==> src/rtl/line_serdes_if.sv <==
// line_serdes_if
//   Bundles the last-level cache DFP port and the burst memory (bmem) port
//   that line_serdes sits between.
//   Modports:
//     slave  - the serdes itself: takes DFP requests and drives bmem.
//     master - the surroundings: cache requester plus the bmem model.
//   Signals (names match the cache/bmem side):
//     dfp_addr/dfp_read/dfp_write/dfp_wdata  request, held until dfp_resp
//     dfp_rdata/dfp_resp                     assembled line, one-cycle done pulse
//     bmem_addr/bmem_read/bmem_write/bmem_wdata  burst request and write beats
//     bmem_ready                             bmem accepts request/beat this cycle
//     bmem_raddr/bmem_rdata/bmem_rvalid      returning read beats, address tagged
`timescale 1ns/1ps
interface line_serdes_if #(
  parameter int LINE_WIDTH = 256,
  parameter int BUS_WIDTH  = 64,
  parameter int ADDR_WIDTH = 32
);
  logic [ADDR_WIDTH-1:0] dfp_addr;
  logic                  dfp_read;
  logic                  dfp_write;
  logic [LINE_WIDTH-1:0] dfp_wdata;
  logic [LINE_WIDTH-1:0] dfp_rdata;
  logic                  dfp_resp;

  logic [ADDR_WIDTH-1:0] bmem_addr;
  logic                  bmem_read;
  logic                  bmem_write;
  logic [BUS_WIDTH-1:0]  bmem_wdata;
  logic                  bmem_ready;
  logic [ADDR_WIDTH-1:0] bmem_raddr;
  logic [BUS_WIDTH-1:0]  bmem_rdata;
  logic                  bmem_rvalid;

  modport slave (
    input  dfp_addr, dfp_read, dfp_write, dfp_wdata,
    output dfp_rdata, dfp_resp,
    output bmem_addr, bmem_read, bmem_write, bmem_wdata,
    input  bmem_ready, bmem_raddr, bmem_rdata, bmem_rvalid
  );

  modport master (
    output dfp_addr, dfp_read, dfp_write, dfp_wdata,
    input  dfp_rdata, dfp_resp,
    input  bmem_addr, bmem_read, bmem_write, bmem_wdata,
    output bmem_ready, bmem_raddr, bmem_rdata, bmem_rvalid
  );
endinterface

==> src/rtl/line_serdes.sv <==
// line_serdes
//   Splits one LINE_WIDTH-bit cache line into BEATS = LINE_WIDTH/BUS_WIDTH
//   bmem beats (beat 0 = line bits [BUS_WIDTH-1:0]) and reassembles read
//   beats into a line. One FSM owns both directions.
//   Ports:
//     clk, rst      clock; synchronous active-high reset
//     bus           line_serdes_if.slave (DFP request side + bmem side)
//     dbg_state_o   current FSM state encoding, for observation only
//   Optional build macro: LINE_SERDES_EARLY_WACK_EN
//     Defined: writes are posted. dfp_resp pulses the cycle after the write
//     is latched, the burst drains in the background, new requests stall
//     until the drain ends, and a read of the draining line is answered from
//     the write buffer without a bmem read.
//     Undefined: write dfp_resp follows acceptance of the final beat.
//
//   Handshake: a bmem request (bmem_read) or write beat (bmem_write with
//   bmem_wdata) is transferred in a cycle where it is asserted together with
//   bmem_ready; until then it and its address/data are held stable. Read
//   beats carry no backpressure: a beat exists in any cycle with bmem_rvalid
//   and is only kept in RD_DATA when bmem_raddr equals the latched line
//   address. DFP requests are level-held until the one-cycle dfp_resp.
`timescale 1ns/1ps
module line_serdes #(
  parameter int LINE_WIDTH = 256,
  parameter int BUS_WIDTH  = 64,
  parameter int ADDR_WIDTH = 32
) (
  input  logic              clk,
  input  logic              rst,
  line_serdes_if.slave      bus,
  output logic [2:0]        dbg_state_o
);
  localparam int BEATS = LINE_WIDTH / BUS_WIDTH;
  localparam int CNT_W = $clog2(BEATS);
  localparam int OFF_W = $clog2(LINE_WIDTH / 8);
  localparam logic [CNT_W-1:0]      LAST     = CNT_W'(BEATS - 1);
  localparam logic [ADDR_WIDTH-1:0] OFF_MASK = ADDR_WIDTH'((64'd1 << OFF_W) - 64'd1);

  typedef enum logic [2:0] {
    S_IDLE     = 3'd0,
    S_RD_REQ   = 3'd1,
    S_RD_DATA  = 3'd2,
    S_WR_BURST = 3'd3,
    S_DONE     = 3'd4
  } state_e;

  state_e                state_q, state_d;
  logic [CNT_W-1:0]      cnt_q, cnt_d;
  logic [ADDR_WIDTH-1:0] la_q, la_d;
  logic [LINE_WIDTH-1:0] wbuf_q, wbuf_d;
  logic [LINE_WIDTH-1:0] rbuf_q, rbuf_d;
  logic [LINE_WIDTH-1:0] rdata_q, rdata_d;
`ifdef LINE_SERDES_EARLY_WACK_EN
  // Posted-write acknowledge pulse, raised on the cycle after IDLE takes a write.
  logic                  post_q, post_d;
`endif

  logic [ADDR_WIDTH-1:0] req_la;
  logic [LINE_WIDTH-1:0] beat_line;

  assign req_la      = bus.dfp_addr & ~OFF_MASK;
  assign dbg_state_o = state_q;
  assign bus.dfp_rdata = rdata_q;

  always_ff @(posedge clk) begin
    if (rst) begin
      state_q <= S_IDLE;
      cnt_q   <= '0;
      la_q    <= '0;
      wbuf_q  <= '0;
      rbuf_q  <= '0;
      rdata_q <= '0;
`ifdef LINE_SERDES_EARLY_WACK_EN
      post_q  <= 1'b0;
`endif
    end else begin
      state_q <= state_d;
      cnt_q   <= cnt_d;
      la_q    <= la_d;
      wbuf_q  <= wbuf_d;
      rbuf_q  <= rbuf_d;
      rdata_q <= rdata_d;
`ifdef LINE_SERDES_EARLY_WACK_EN
      post_q  <= post_d;
`endif
    end
  end

  always_comb begin
    state_d = state_q;
    cnt_d   = cnt_q;
    la_d    = la_q;
    wbuf_d  = wbuf_q;
    rbuf_d  = rbuf_q;
    rdata_d = rdata_q;
`ifdef LINE_SERDES_EARLY_WACK_EN
    post_d  = 1'b0;
`endif
    bus.dfp_resp   = 1'b0;
    bus.bmem_addr  = '0;
    bus.bmem_read  = 1'b0;
    bus.bmem_write = 1'b0;
    bus.bmem_wdata = '0;

    // Assembly buffer with the incoming beat dropped into slot cnt; used both
    // to update the buffer and, on the last beat, to publish the full line.
    beat_line = rbuf_q;
    beat_line[cnt_q*BUS_WIDTH +: BUS_WIDTH] = bus.bmem_rdata;

    unique case (state_q)
      S_IDLE: begin
        // Read has priority; a write held alongside is taken after the read.
        if (bus.dfp_read) begin
          la_d    = req_la;
          cnt_d   = '0;
          state_d = S_RD_REQ;
        end else if (bus.dfp_write) begin
          la_d    = req_la;
          wbuf_d  = bus.dfp_wdata;
          cnt_d   = '0;
          state_d = S_WR_BURST;
`ifdef LINE_SERDES_EARLY_WACK_EN
          post_d  = 1'b1;
`endif
        end
      end

      S_RD_REQ: begin
        bus.bmem_addr = la_q;
        bus.bmem_read = 1'b1;
        if (bus.bmem_ready) state_d = S_RD_DATA;
      end

      S_RD_DATA: begin
        bus.bmem_addr = la_q;
        if (bus.bmem_rvalid && (bus.bmem_raddr == la_q)) begin
          rbuf_d = beat_line;
          if (cnt_q == LAST) begin
            rdata_d = beat_line;
            cnt_d   = '0;
            state_d = S_DONE;
          end else begin
            cnt_d = cnt_q + CNT_W'(1);
          end
        end
      end

      S_WR_BURST: begin
        bus.bmem_addr  = la_q;
        bus.bmem_write = 1'b1;
        bus.bmem_wdata = wbuf_q[cnt_q*BUS_WIDTH +: BUS_WIDTH];
        if (bus.bmem_ready) begin
          if (cnt_q == LAST) begin
            cnt_d = '0;
`ifdef LINE_SERDES_EARLY_WACK_EN
            // Write was already acknowledged. A read of this very line that
            // stalled behind the drain is answered from the write buffer.
            if (bus.dfp_read && (req_la == la_q)) begin
              rdata_d = wbuf_q;
              state_d = S_DONE;
            end else begin
              state_d = S_IDLE;
            end
`else
            state_d = S_DONE;
`endif
          end else begin
            cnt_d = cnt_q + CNT_W'(1);
          end
        end
      end

      S_DONE: begin
        bus.bmem_addr = la_q;
        bus.dfp_resp  = 1'b1;
        state_d       = S_IDLE;
      end

      default: state_d = S_IDLE;
    endcase

`ifdef LINE_SERDES_EARLY_WACK_EN
    if (post_q) bus.dfp_resp = 1'b1;
`endif
  end
endmodule
==> src/flat_wrapper.sv <==
// flat-port wrapper written by rule: the top's interface ports become plain ports
module line_serdes_flat 
#(
  parameter int LINE_WIDTH = 256,
  parameter int BUS_WIDTH  = 64,
  parameter int ADDR_WIDTH = 32
)
  (clk, rst, dbg_state_o, bus_dfp_addr, bus_dfp_read, bus_dfp_write, bus_dfp_wdata, bus_dfp_rdata, bus_dfp_resp, bus_bmem_addr, bus_bmem_read, bus_bmem_write, bus_bmem_wdata, bus_bmem_ready, bus_bmem_raddr, bus_bmem_rdata, bus_bmem_rvalid);
  line_serdes_if #(.LINE_WIDTH(LINE_WIDTH), .BUS_WIDTH(BUS_WIDTH), .ADDR_WIDTH(ADDR_WIDTH)) bus_i ();
  input  logic clk;
  input  logic rst;
  output logic [2:0] dbg_state_o;
  input wire logic [$bits(bus_i.dfp_addr)-1:0] bus_dfp_addr;
  input wire logic [$bits(bus_i.dfp_read)-1:0] bus_dfp_read;
  input wire logic [$bits(bus_i.dfp_write)-1:0] bus_dfp_write;
  input wire logic [$bits(bus_i.dfp_wdata)-1:0] bus_dfp_wdata;
  output wire logic [$bits(bus_i.dfp_rdata)-1:0] bus_dfp_rdata;
  output wire logic [$bits(bus_i.dfp_resp)-1:0] bus_dfp_resp;
  output wire logic [$bits(bus_i.bmem_addr)-1:0] bus_bmem_addr;
  output wire logic [$bits(bus_i.bmem_read)-1:0] bus_bmem_read;
  output wire logic [$bits(bus_i.bmem_write)-1:0] bus_bmem_write;
  output wire logic [$bits(bus_i.bmem_wdata)-1:0] bus_bmem_wdata;
  input wire logic [$bits(bus_i.bmem_ready)-1:0] bus_bmem_ready;
  input wire logic [$bits(bus_i.bmem_raddr)-1:0] bus_bmem_raddr;
  input wire logic [$bits(bus_i.bmem_rdata)-1:0] bus_bmem_rdata;
  input wire logic [$bits(bus_i.bmem_rvalid)-1:0] bus_bmem_rvalid;
  assign bus_i.dfp_addr = bus_dfp_addr;
  assign bus_i.dfp_read = bus_dfp_read;
  assign bus_i.dfp_write = bus_dfp_write;
  assign bus_i.dfp_wdata = bus_dfp_wdata;
  assign bus_dfp_rdata = bus_i.dfp_rdata;
  assign bus_dfp_resp = bus_i.dfp_resp;
  assign bus_bmem_addr = bus_i.bmem_addr;
  assign bus_bmem_read = bus_i.bmem_read;
  assign bus_bmem_write = bus_i.bmem_write;
  assign bus_bmem_wdata = bus_i.bmem_wdata;
  assign bus_i.bmem_ready = bus_bmem_ready;
  assign bus_i.bmem_raddr = bus_bmem_raddr;
  assign bus_i.bmem_rdata = bus_bmem_rdata;
  assign bus_i.bmem_rvalid = bus_bmem_rvalid;
  line_serdes #(.LINE_WIDTH(LINE_WIDTH), .BUS_WIDTH(BUS_WIDTH), .ADDR_WIDTH(ADDR_WIDTH)) u_core (.clk(clk), .rst(rst), .bus(bus_i), .dbg_state_o(dbg_state_o));
endmodule
==> config.mk <==
export PLATFORM = sky130hd
export DESIGN_NAME = line_serdes_flat
export DESIGN_NICKNAME = d
export VERILOG_FILES = /design/src/rtl/line_serdes_if.sv /design/src/rtl/line_serdes.sv /design/src/flat_wrapper.sv
export SDC_FILE = /design/constraint.sdc
export NUM_CORES = 2
export LEC_CHECK = 0
export ABC_AREA = 1
export BUFFER_PORTS_ARGS = -buffer_cell sky130_fd_sc_hd__buf_2
export CORE_AREA = 2 2 288 290
export CTS_CLUSTER_SIZE = 10
export DETAILED_ROUTE_END_ITERATION = 8
export DIE_AREA = 0 0 290 292
export PLACE_DENSITY = 0.67
export SYNTH_ARGS = -nofsm -noshare
export SYNTH_HDL_FRONTEND = slang
export SYNTH_SLANG_ARGS = --single-unit
==> constraint.sdc <==
create_clock -name clk -period 2.8 [get_ports clk]
set_input_delay 0.28 -clock clk [delete_from_list [all_inputs] [get_ports clk]]
set_output_delay 0.28 -clock clk [all_outputs]
set_load 0.02 [all_outputs]
Yosys cells after proc, flatten, opt, wreduce, memory -nomap -nowiden
Cells that the tools add are included.

Add/subtract/negate cells: 2. Equality and inequality tests: 10. Shifts and indexed selects: 3. Muxes and demuxes: 21. Bitwise operators: 1. Reductions and logical operators: 11.

Operators with widths (number): bitwise mux 256 bit (1); variable shift 64 x 34 -> 256 bit (first input constant) (1); variable part select 256 x 9 -> 64 bit (1); variable part select 64 x 34 -> 256 bit (1); two-way mux 32 bit (3); two-way mux 64 bit (1); negator 8 -> 34 bit (1); == test 32 bit (1); two-way mux 3 bit (6); one-hot mux 3 bit (4 select lines) (1); two-way mux 2 bit (5); AND reduction 4 bit (2); == test 3 x 2 -> 1 bit (second input constant) (2); one-hot mux 2 bit (3 select lines) (1); AND reduction 3 bit (2); != test 2 bit (second input constant) (2); AND reduction 2 bit (2); OR reduction 4 bit (1); == test 3 x 1 -> 1 bit (second input constant) (1); == test 3 bit (second input constant) (1); logical NOT 3 bit (1); two-way mux 1 bit (3); != test 3 bit (second input constant) (1); nonzero test 3 bit (1); other kinds (6) (6).

Register bits: 805. Input port bits: 390. Output and inout bits: 358. Logic and storage cells: 54.

Logic depth before layout (Yosys ltp)
Word-level depth: 4. Depth in mapped cells: 17.

Least setup slack after synthesis
OpenSTA, ideal clock, no wires.

Kind: reg2reg. Start: register u_core.cnt_q[0]. End: register u_core.rbuf_q[201]. Library setup time: 0.070 ns. Arrival: 2.343 ns. Required time: 2.730 ns. Setup slack: 0.388 ns. Stages on the path, launching flop included: 15. Path buffers: 3. Period minus slack after synthesis: 2.412 ns. Cells stage by stage: dfxtp_1 inv_1 clkbuf_1 clkbuf_1 ha_1 nor2_1 inv_1 nor2_1 inv_1 clkbuf_1 nor2_1 a21oi_1 nand3_1 nand2_1 a21oi_1.

Word-level cells in the longest chain between the ends: 3.

Ends and longest elaborated chain: start: declaration (RTL line line_serdes.sv:48) `logic [CNT_W-1:0] cnt_q, cnt_d;`; start signal: assignment (RTL line line_serdes.sv:78) `cnt_q <= cnt_d;`; negator 8 -> 34 bit * (RTL line line_serdes.sv:108) `beat_line[cnt_q*BUS_WIDTH +: BUS_WIDTH] = bus.bmem_rdata;`; variable part select 64 x 34 -> 256 bit or variable shift 64 x 34 -> 256 bit (tied branches) (RTL line line_serdes.sv:108); bitwise mux 256 bit * (RTL line line_serdes.sv:108); end signal: assignment (RTL line line_serdes.sv:81) `rbuf_q <= rbuf_d;`; end: declaration (RTL line line_serdes.sv:51) `logic [LINE_WIDTH-1:0] rbuf_q, rbuf_d;`.

Every way passes the cells marked *; elsewhere a longest branch is shown, timed or not. A chain may end at the register's enable or synchronous reset.

Worst setup path after layout
Start: register u_core.state_q[1], in the netlist u_core.dbg_state_o[1]. End: output port bus_bmem_wdata[46].

Word-level cells in the longest chain between the ends: 2.

Ends and longest elaborated chain: start: declaration (RTL line line_serdes.sv:47) `state_e state_q, state_d;`; start signal: assignment (RTL line line_serdes.sv:77) `state_q <= state_d;`; == test 3 x 2 -> 1 bit (RTL line line_serdes.sv:110) `unique case (state_q)`; two-way mux 64 bit (RTL line line_serdes.sv:110); end: declaration (RTL line flat_wrapper.sv:22) `output wire logic [$bits(bus_i.bmem_wdata)-1:0] bus_bmem_wdata;`.

No other way between the ends.

==> impl_metrics.env <==
export IMPL_outcome="finished, final reports clean"
export IMPL_synth_mux_area_frac=0
export IMPL_clock_latency_ps=650
export IMPL_drtIter0Drc=3804
export IMPL_die_w_um=290
export IMPL_dieHeight_um=292
export IMPL_yosysTopAreaCell="dfxtp_1"
export IMPL_die_area_um2=84700
export IMPL_ff2ff_path_depth=8
export IMPL_avgSynthCellArea_um2=6.31
export IMPL_final_cells=7914
export IMPL_fin_setup_tns_ps=0
export IMPL_grt_antenna_before_repair=22
export IMPL_drv_cap=0
export IMPL_ir_drop_v=0.000815
export IMPL_synth_edf_count=0
export IMPL_drive_gt1_frac=0.142
export IMPL_cts_buffers=93
export IMPL_areaGrowthSynthToFinish_pct=26.5
export IMPL_synth_xor_area_frac=0.00207
export IMPL_netlist_area_um2=38000
export IMPL_tightest_slew_ps=1150
export IMPL_gp_congestion=0.914
export IMPL_core_um2=81600
export IMPL_placedCellCount=7485
export IMPL_grt_pass1_vias=38100
export IMPL_ant_nets=0
export IMPL_postLayoutCoreUtil=0.589
export IMPL_wl_per_cell_um=17.9
export IMPL_synth_fa_ha_area_frac=0.00198
export IMPL_clk_pin_slew_ps=50
export IMPL_synthTopCellsByArea="dfxtp_1 (42%), nor2_1 (15%), nand2_1 (11%)"
export IMPL_power_leakage_nw=24.6
export IMPL_slew_viol_final=0
export IMPL_io_pins=748
export IMPL_critical_path_required_ps=2520
export IMPL_critPathKind="reg -> out"
export IMPL_nFillCells=7701
export IMPL_grt_use_total=0.321
export IMPL_io_buffers=737
export IMPL_fmax_mhz=362
export IMPL_hold_path_class="in -> reg"
export IMPL_powerDensity_nw_per_um2=681
export IMPL_synth_top_area_frac=0.422
export IMPL_ys_types=29
export IMPL_grt_pass1_wl_mm=216
export IMPL_post_cts_setup_buffers=0
export IMPL_setup_viol=0
export IMPL_route_detailed_drc=0
export IMPL_crit_arrival_ps=2480
export IMPL_grt_overflow=0
export IMPL_cp_start_kind="flop"
export IMPL_synth_seq_area_share=0.422
export IMPL_initial_core_util=0.466
export IMPL_maxSlewHeadroom=0.234
export IMPL_ys_flop_type="dfxtp_1"
export IMPL_cts_sinks=800
export IMPL_synth_top_family_by_area="simple AND/OR/NAND/NOR gates"
export IMPL_yosys_register_bits=800
export IMPL_final_cell_mix="nor2_1 (1549), nand2_1 (1071), inv_1 (969), dfxtp_1 (798), buf_2 (736)"
export IMPL_cp_end_kind="output pin"
export IMPL_hpwl_mm=92.0
export IMPL_fin_crit_sh=0.987
export IMPL_ys_warn_count=0
export IMPL_synth_cells=6024
export IMPL_root_buffer="clkbuf_16"
export IMPL_grt_max_degree=257
export IMPL_synthArstFlopShare=0
export IMPL_finalPower_mw=32.7
export IMPL_fin_crit_ps=2760
export IMPL_rrSetupSlack_ps=230
export IMPL_viasPerCell=5.12
export IMPL_cts_tree="yes"
export IMPL_postRouteWirelength_mm=142
export IMPL_hold_violations=0
export IMPL_synthSimpleGateAreaFrac=0.312
export IMPL_vias=40600
export IMPL_finClkSkew_ps=21.7
export IMPL_path_max_fanout=65
export IMPL_layout_commonest_cell="nor2_1"
export IMPL_htree_levels=3
export IMPL_min_path_cells=5
export IMPL_synth_compound_area_frac=0.117
export IMPL_clockBufferDepth=3
export IMPL_dr_pass1_iters=9
export IMPL_nets=7192
export IMPL_rows=105
-- worst paths after layout --
kind                                                        end                          startpoint
worst max-delay path                         bus_bmem_wdata[46]  u_core.dbg_state_o[1]$_SDFFE_PP0P_
worst min register to register  u_core.rbuf_q[250]$_SDFFE_PP0P_     u_core.rbuf_q[250]$_SDFFE_PP0P_
worst max register to register  u_core.wbuf_q[167]$_SDFFE_PP0P_  u_core.dbg_state_o[0]$_SDFFE_PP0P_
worst min-delay path             u_core.rbuf_q[90]$_SDFFE_PP0P_                  bus_bmem_rdata[26]
-- timing repair --
| item | CTS | global route |
|---|---|---|
| endpoints found under the setup margin | 42 | 44 |
| endpoints found under the hold margin | 297 | 0 |
| resized for setup | 3 | 5 |
| hold buffers | 284 | 0 |
| gates cloned | 1 | 1 |
-- state kept, by name (all words and copies together), names as in the netlist --
register,count
u_core.bus.dfp_rdata,256
u_core.cnt_q,2
u_core.dbg_state_o,3
u_core.la_q,27
u_core.rbuf_q,256
u_core.wbuf_q,256
-- per-stage QoR --
stage	worst slack, ps	cell area (um2)	hold slack (ps)
3_5_place_dp	370	42400	431
2_1_floorplan	388	38000	415
4_1_cts	10.5	48000	101
6_report	36.3	48000	122
5_1_grt	-9.09	48000	155
3_3_place_gp	388	42400	427
-- per-layer routing --
layer | share of wire | GRT usage | vias up
met1 | 0.39 | 0.386 | 18400
met3 | 0.085 | 0.0713 | 408
met2 | 0.46 | 0.525 | 1781
met5 | 0.00037 | 0 | -
li1 | - | - | 19900
met4 | 0.064 | 0.201 | 8
-- power breakdown --
group          total, mW  internal, mW  leakage (nW)  switching (mW)
clock               11.1          6.32          1.28            4.75
combinational       8.97          2.57          16.8            6.40
sequential          12.7          12.2          6.49           0.439
-- cell type report --
class,instances,area [um2],area share
inverters,993,3740,0.0779
clock inverters,6,55.1,0.00115
flip-flops and latches,800,16000,0.333
well taps,1070,1340,0.0279
multi-input cells,3806,16600,0.345
repair buffers,1102,7680,0.160
clock buffers,122,2570,0.0535
diodes,15,37.5,0.000781
-- cell families after synthesis --
| group | count (synthesis) |
|---|---|
| and+or+nand+nor | 2964 |
| buffers and inverters | 1422 |
| AOI/OAI and AO/OA | 822 |
| DFF | 800 |
| xor gates and xnor gates | 9 |
| adders and majority gates | 6 |
| other | 1 |
-- critical path, cell delays in order (launching register included) --
cell and delay [ps]:
dfxtp_1 390, inv_1 100, nor2_4 140, inv_1 140, nor2_2 190, inv_2 70, buf_12 170, a21oi_1 290
buf_2 210
-- Yosys cell counts (3+ instances only) --
cell / number
nand3_1: 95
clkinv_1: 3
ha_1: 6
nand4_1: 207
nor2_1: 1552
nor3_1: 3
and3_1: 28
dfxtp_1: 800
a21oi_1: 193
a22oi_1: 46
inv_2: 14
clkbuf_1: 288
buf_2: 94
xnor2_1: 7
buf_6: 3
o22ai_1: 170
o21ai_0: 413
nand2_1: 1072
inv_1: 976
buf_4: 7
buf_1: 37
Power figures use the tool's default switching activity.
